[src/rtl/psram_burst_controller.sv]
// ============================================================================
// Module      : psram_burst_controller
// Description : Bridges a single Wishbone-style request into one synchronous
//               CellularRAM burst (address phase, latency, data, end).
// Revision    : 1.0 - initial release
// ============================================================================
`default_nettype none
`timescale 1ns/1ps

module psram_burst_controller #(
  parameter int LATENCY   = 3,
  parameter int BURST_LEN = 32
) (
  input  logic        clk_i,
  input  logic        rst_i,
  input  logic [15:0] adr_i,
  input  logic [15:0] dat_i,
  output logic [15:0] dat_o,
  input  logic        stb_i,
  input  logic        cyc_i,
  input  logic        we_i,
  output logic        psram_clk,
  output logic [22:0] psram_adr,
  output logic [15:0] psram_dat_o,
  output logic        psram_we_n,
  output logic        psram_ce_n,
  output logic        psram_adv_n,
  output logic        psram_oe_n
);

  typedef enum logic [2:0] {
    S_IDLE = 3'd0,
    S_ADDR = 3'd1,
    S_LAT  = 3'd2,
    S_DATA = 3'd3,
    S_END  = 3'd4
  } state_t;

  localparam bit         c_skip_lat  = (LATENCY == 1);
  localparam logic [2:0] c_lat_last  = 3'((LATENCY > 1) ? LATENCY - 2 : 0);
  localparam logic [7:0] c_last_word = 8'(BURST_LEN - 1);

  state_t      r_state, w_state_nxt;
  logic        r_active, w_active_nxt;
  logic        r_we, w_we_nxt;
  logic [2:0]  r_lat_cnt, w_lat_cnt_nxt;
  logic [7:0]  r_word_cnt, w_word_cnt_nxt;
  logic [22:0] r_adr, w_adr_nxt;
  logic [15:0] r_dat, w_dat_nxt;
  logic [15:0] r_loop, w_loop_nxt;
  logic        r_ce_n, w_ce_n_nxt;
  logic        r_adv_n, w_adv_n_nxt;
  logic        r_we_n, w_we_n_nxt;
  logic        r_oe_n, w_oe_n_nxt;
  logic        w_req;
  logic        w_to_end;

  assign w_req = stb_i & cyc_i;

  always_ff @(posedge clk_i or negedge rst_i) begin
    if (!rst_i) begin
      r_state    <= S_IDLE;
      r_active   <= 1'b0;
      r_we       <= 1'b0;
      r_lat_cnt  <= 3'd0;
      r_word_cnt <= 8'd0;
      r_adr      <= 23'd0;
      r_dat      <= 16'd0;
      r_loop     <= 16'd0;
      r_ce_n     <= 1'b1;
      r_adv_n    <= 1'b1;
      r_we_n     <= 1'b1;
      r_oe_n     <= 1'b1;
    end else begin
      r_state    <= w_state_nxt;
      r_active   <= w_active_nxt;
      r_we       <= w_we_nxt;
      r_lat_cnt  <= w_lat_cnt_nxt;
      r_word_cnt <= w_word_cnt_nxt;
      r_adr      <= w_adr_nxt;
      r_dat      <= w_dat_nxt;
      r_loop     <= w_loop_nxt;
      r_ce_n     <= w_ce_n_nxt;
      r_adv_n    <= w_adv_n_nxt;
      r_we_n     <= w_we_n_nxt;
      r_oe_n     <= w_oe_n_nxt;
    end
  end

  // Pin values are computed for the state being entered, so every strobe is
  // already valid during the first cycle of its phase.
  always_comb begin
    w_state_nxt    = r_state;
    w_active_nxt   = r_active;
    w_we_nxt       = r_we;
    w_lat_cnt_nxt  = r_lat_cnt;
    w_word_cnt_nxt = r_word_cnt;
    w_adr_nxt      = r_adr;
    w_dat_nxt      = r_dat;
    w_loop_nxt     = r_loop;
    w_ce_n_nxt     = r_ce_n;
    w_adv_n_nxt    = r_adv_n;
    w_we_n_nxt     = r_we_n;
    w_oe_n_nxt     = r_oe_n;
    w_to_end       = 1'b0;

    case (r_state)
      S_IDLE: begin
        if (w_req) begin
          w_state_nxt    = S_ADDR;
          w_active_nxt   = 1'b1;
          w_we_nxt       = we_i;
          w_adr_nxt      = {7'b0, adr_i};
          w_ce_n_nxt     = 1'b0;
          w_adv_n_nxt    = 1'b0;
          w_we_n_nxt     = ~we_i;
          w_oe_n_nxt     = 1'b1;
          w_lat_cnt_nxt  = 3'd0;
          w_word_cnt_nxt = 8'd0;
        end
      end
      S_ADDR: begin
        w_adv_n_nxt = 1'b1;
        if (c_skip_lat) begin
          w_state_nxt = S_DATA;
          w_oe_n_nxt  = r_we;
        end else begin
          w_state_nxt   = S_LAT;
          w_lat_cnt_nxt = 3'd0;
        end
      end
      S_LAT: begin
        if (r_lat_cnt == c_lat_last) begin
          w_state_nxt = S_DATA;
          w_oe_n_nxt  = r_we;
        end else begin
          w_lat_cnt_nxt = r_lat_cnt + 3'd1;
        end
      end
      S_DATA: begin
        // A dropped request ends the burst without consuming a word.
        if (!w_req) begin
          w_to_end = 1'b1;
        end else begin
          if (r_we) begin
            w_dat_nxt  = dat_i;
            w_loop_nxt = dat_i;
          end
          w_word_cnt_nxt = r_word_cnt + 8'd1;
          if (r_word_cnt == c_last_word) begin
            w_to_end = 1'b1;
          end
        end
      end
      S_END: begin
        w_state_nxt    = S_IDLE;
        w_lat_cnt_nxt  = 3'd0;
        w_word_cnt_nxt = 8'd0;
      end
      default: begin
        w_state_nxt = S_IDLE;
      end
    endcase

    if (w_to_end) begin
      w_state_nxt  = S_END;
      w_active_nxt = 1'b0;
      w_ce_n_nxt   = 1'b1;
      w_adv_n_nxt  = 1'b1;
      w_we_n_nxt   = 1'b1;
      w_oe_n_nxt   = 1'b1;
    end
  end

  // Inverted clock puts the PSRAM sampling edge mid-way through each cycle.
  assign psram_clk   = ~clk_i & r_active;
  assign psram_adr   = r_adr;
  assign psram_dat_o = r_dat;
  assign dat_o       = r_loop;
  assign psram_ce_n  = r_ce_n;
  assign psram_adv_n = r_adv_n;
  assign psram_we_n  = r_we_n;
  assign psram_oe_n  = r_oe_n;

endmodule

`default_nettype wire

[config.mk]
export PLATFORM = sky130hd
export DESIGN_NAME = psram_burst_controller
export DESIGN_NICKNAME = d
export VERILOG_FILES = /design/src/rtl/psram_burst_controller.sv
export SDC_FILE = /design/constraint.sdc
export NUM_CORES = 1
export LEC_CHECK = 0
export ABC_AREA = 1
export BUFFER_PORTS_ARGS = -buffer_cell sky130_fd_sc_hd__buf_2
export CORE_ASPECT_RATIO = 0.9
export CORE_MARGIN = 4
export CORE_UTILIZATION = 46
export CTS_BUF_LIST = sky130_fd_sc_hd__clkbuf_4 sky130_fd_sc_hd__clkbuf_8
export DETAILED_ROUTE_END_ITERATION = 7
export PLACE_DENSITY_LB_ADDON = 0.15
export SETUP_SLACK_MARGIN = 0.15
export SLEW_MARGIN = 40
export SYNTH_ARGS = -nofsm -noshare
export SYNTH_HDL_FRONTEND = slang
export SYNTH_SLANG_ARGS = --single-unit
export TNS_END_PERCENT = 30
[constraint.sdc]
create_clock -name clk_i -period 1.24 [get_ports clk_i]
set_input_delay 0.124 -clock clk_i [delete_from_list [all_inputs] [get_ports clk_i]]
set_output_delay 0.124 -clock clk_i [all_outputs]
set_load 0.01 [all_outputs]
==> impl_metrics.csv <==
group,metric,value,unit
outcome,run_status,"finished with violations",
outcome,failed_checks,"negative setup slack",
detailed_routing,drc,0,
grt,grt_antenna_before_repair,0,
worst_hold_path,hold_class,"in2async",
timing,finalCritPeriodShare,104,%
final_layout,synthToLayoutAreaGrowth,59.4,%
power,power.static_leakage,2.18,nW
setup_path,worstPathArrival,1.64,ns
final_layout,fillerInstances,367,
timing,grt_setup_unrepaired,"true",
detailed_routing,drt_pass1_iterations,4,
place,hpwlAfterDp,4230,µm
grt,grt_pass1_vias,2414,
final_layout,nets,499,
setup_path,worst_path_dominant_cell_family,"buffers and inverters",
final_layout,sequential_cell_area,0.00131,mm²
final_layout,finish.cell_count_without_fillers,527,
grt,first_pass_grt_wire_length,11200,µm
timing,timing.final.ws_setup,-0.0519,ns
detailed_routing,wl_per_cell,13.4,µm
synth,netlist_instances,306,
floorplan,die_w,86.6,µm
setup_path,setup.worst_path.class,"reg2reg",
setup_path,reg_to_reg_setup_timing_slack,-0.05,ns
timing,hold_ws,0.232,ns
detailed_routing,drt.antenna.violating_nets,0,
setup_path,crit_path_cell_count,7,
synth,post_synth_instance_area,0.00256,mm²
setup_path,crit_path_start_kind,"flip-flop",
final_layout,multi_input_area,0.00118,mm²
detailed_routing,route.detailed.vias_per_inst,4.71,
final_layout,final_layout_size_suffix_gt1_share,46.3,%
detailed_routing,totalWireLength,7090,µm
setup_path,worst_ep_required_time,1.59,ns
grt,globalRouteOverflowTotal,0,
timing,report.final.setup_viol,30,
synth,seq_area_frac_synth,51.1,%
final_layout,antenna-diode-count,0,
floorplan,die_height,78.7,µm
final_layout,postLayoutCoreUtil,76.7,%
synth,synth.ff_latch_count,52,
setup_path,crit_buf_inv,3,
floorplan,floorplan.io_pins,97,
setup_path,slowest_stage,"sky130_fd_sc_hd__dfrtp_1",
final_layout,most-common-layout-cells,"99 x sky130_fd_sc_hd__nand2_1, 79 x sky130_fd_sc_hd__buf_2, 46 x sky130_fd_sc_hd__dfrtp_1",
setup_path,rr_worst_depth,7,
synth,yosys_warnings,0,
floorplan,std_cell_rows,25,
timing,finalSetupTns,-0.643,ns
place,gp_congestion,0.899,
place,post-place-cells,467,
setup_path,endpoint_kind,"flip-flop",
power,p_per_area,2060,mW/mm²
synth,synthesis.area_per_instance,8.36,µm²
floorplan,design.die.area,0.00682,mm²
clocking,cts_tree,"yes",
timing,final.setup_skew,0.0122,ns
detailed_routing,detail_route.iter0.violations,107,
flow_run,maxCapViolations,0,
detailed_routing,vias,2483,
setup_path,ordered_cell_list_for_the_critical_path,"buf_6 -> nand3_4 -> nor2_4 -> buf_12 -> clkbuf_16 -> nand3_1 -> nand2_1",
place,numPortBuffers,89,
timing,maxClockFrequency,774,MHz
final_layout,layout_commonest_cell,"sky130_fd_sc_hd__nand2_1",
floorplan,fp.coreArea,0.00532,mm²
timing,timing_max_transition_violations_final,0,
setup_path,critical-path-max-stage-delay,0.44,ns
timing,hold_viol_final,0,
grt,largest_net_degree_at_the_start_of_global_routing,53,
power,ir_worst_vdd,1.26,mV
floorplan,effective_utilization_at_floorplan,48.1,%
final_layout,final_design_area_no_fill,0.00408,mm²
clocking,clkLatencyLatePin,0.41,ns
power,fin_total_pwr,8.40,mW
synth,synth.distinct_cells,28,
setup_path,worst-path-max-fanout,8,
grt,global_route.usage.total,21.1,%
clocking,clkSlewWorstSetupHoldPaths,0.10,ns
timing,fin_crit,1.29,ns
place,placement.cell_area,0.00312,mm²
place,dp_slack,-0.0449,ns
[state kept, by name, indices dropped and copies added (netlist names)]
name / cells
psram_we_n: 1
r_we: 1
psram_adr: 16
r_active: 1
r_lat_cnt: 3
psram_oe_n: 1
r_state: 3
dat_o: 16
r_word_cnt: 8
psram_adv_n: 1
psram_ce_n: 1
[kinds of logic after synthesis]
group	Yosys count	synth area share (%)
AND/OR/NAND/NOR	181	30.9
adder cells (fa/ha/maj)	3	1.47
AO/OA/AOI/OAI	12	2.89
buffers and inverters	54	12.5
flip-flops	52	51.1
XOR/XNOR	3	1.03
other	1	0.147
[worst paths after layout]
path                              start           end
min in group clk_i                cyc_i          r_we
setup / recovery             r_state[1]      dat_o[9]
hold / removal                    rst_i    r_state[1]
hold reg to reg            psram_adr[5]  psram_adr[5]
setup reg to reg             r_state[1]      dat_o[9]
max in group asynchronous         rst_i   psram_adv_n
[cell type report]
class,count,area share (%)
Multi-Input combinational cell,207,29.0
Timing Repair Buffer,164,30.7
Inverter,24,2.39
Clock buffer,11,3.35
Sequential cell,52,32.1
Clock inverter,1,0.184
Tap cell,67,2.06
Timing Repair inverter,1,0.215
[worst register-to-register path, cell delays in order, from the launching register on]
cell and delay, ns:
sky130_fd_sc_hd__dfrtp_1 0.44, sky130_fd_sc_hd__buf_6 0.13, sky130_fd_sc_hd__nand3_4 0.07, sky130_fd_sc_hd__nor2_4 0.13, sky130_fd_sc_hd__buf_12 0.16, sky130_fd_sc_hd__clkbuf_16 0.17, sky130_fd_sc_hd__nand3_1 0.07, sky130_fd_sc_hd__nand2_1 0.07
[routing by layer]
metal	GRT usage, %	up-vias	part of all wire (%)
met5	0	-	0
met2	36.1	83	53
li1	-	1237	-
met1	24.6	1154	40
met3	5.19	9	5.8
met4	9.97	0	1.6
[power breakdown]
| group | switching (mW) | internal, mW | total [mW] |
|---|---|---|---|
| clock network | 0.621 | 0.701 | 1.32 |
| logic | 2.11 | 2.02 | 4.13 |
| registers | 0.559 | 2.39 | 2.95 |
| total | 3.29 | 5.11 | 8.40 |
[cell usage after synthesis, drive strengths merged]
master,count,area share [%]
a21oi,1,0.20
and3,1,0.24
buf,28,8.7
clkbuf,2,0.29
conb,1,0.15
dfrtp,48,47
dfstp,4,4.1
ha,3,1.5
inv,24,3.5
nand2,126,19
nand3,33,6.7
nand4,4,0.98
nor2,15,3.2
o211ai,1,0.29
o21ai,7,1.4
o21bai,3,1.0
or2,2,0.49
xnor2,1,0.34
xor2,2,0.69
[repair_timing]
action | in CTS | in global routing
hold buffers | 34 | 0
hold endpoints to repair | 86 | 0
cloned | 2 | 2
gates resized for setup | 31 | 55
pin swaps | 19 | 35
buffers inserted | 5 | 6
setup endpoints to repair | 68 | 105
(Power assumes the default switching activity.)
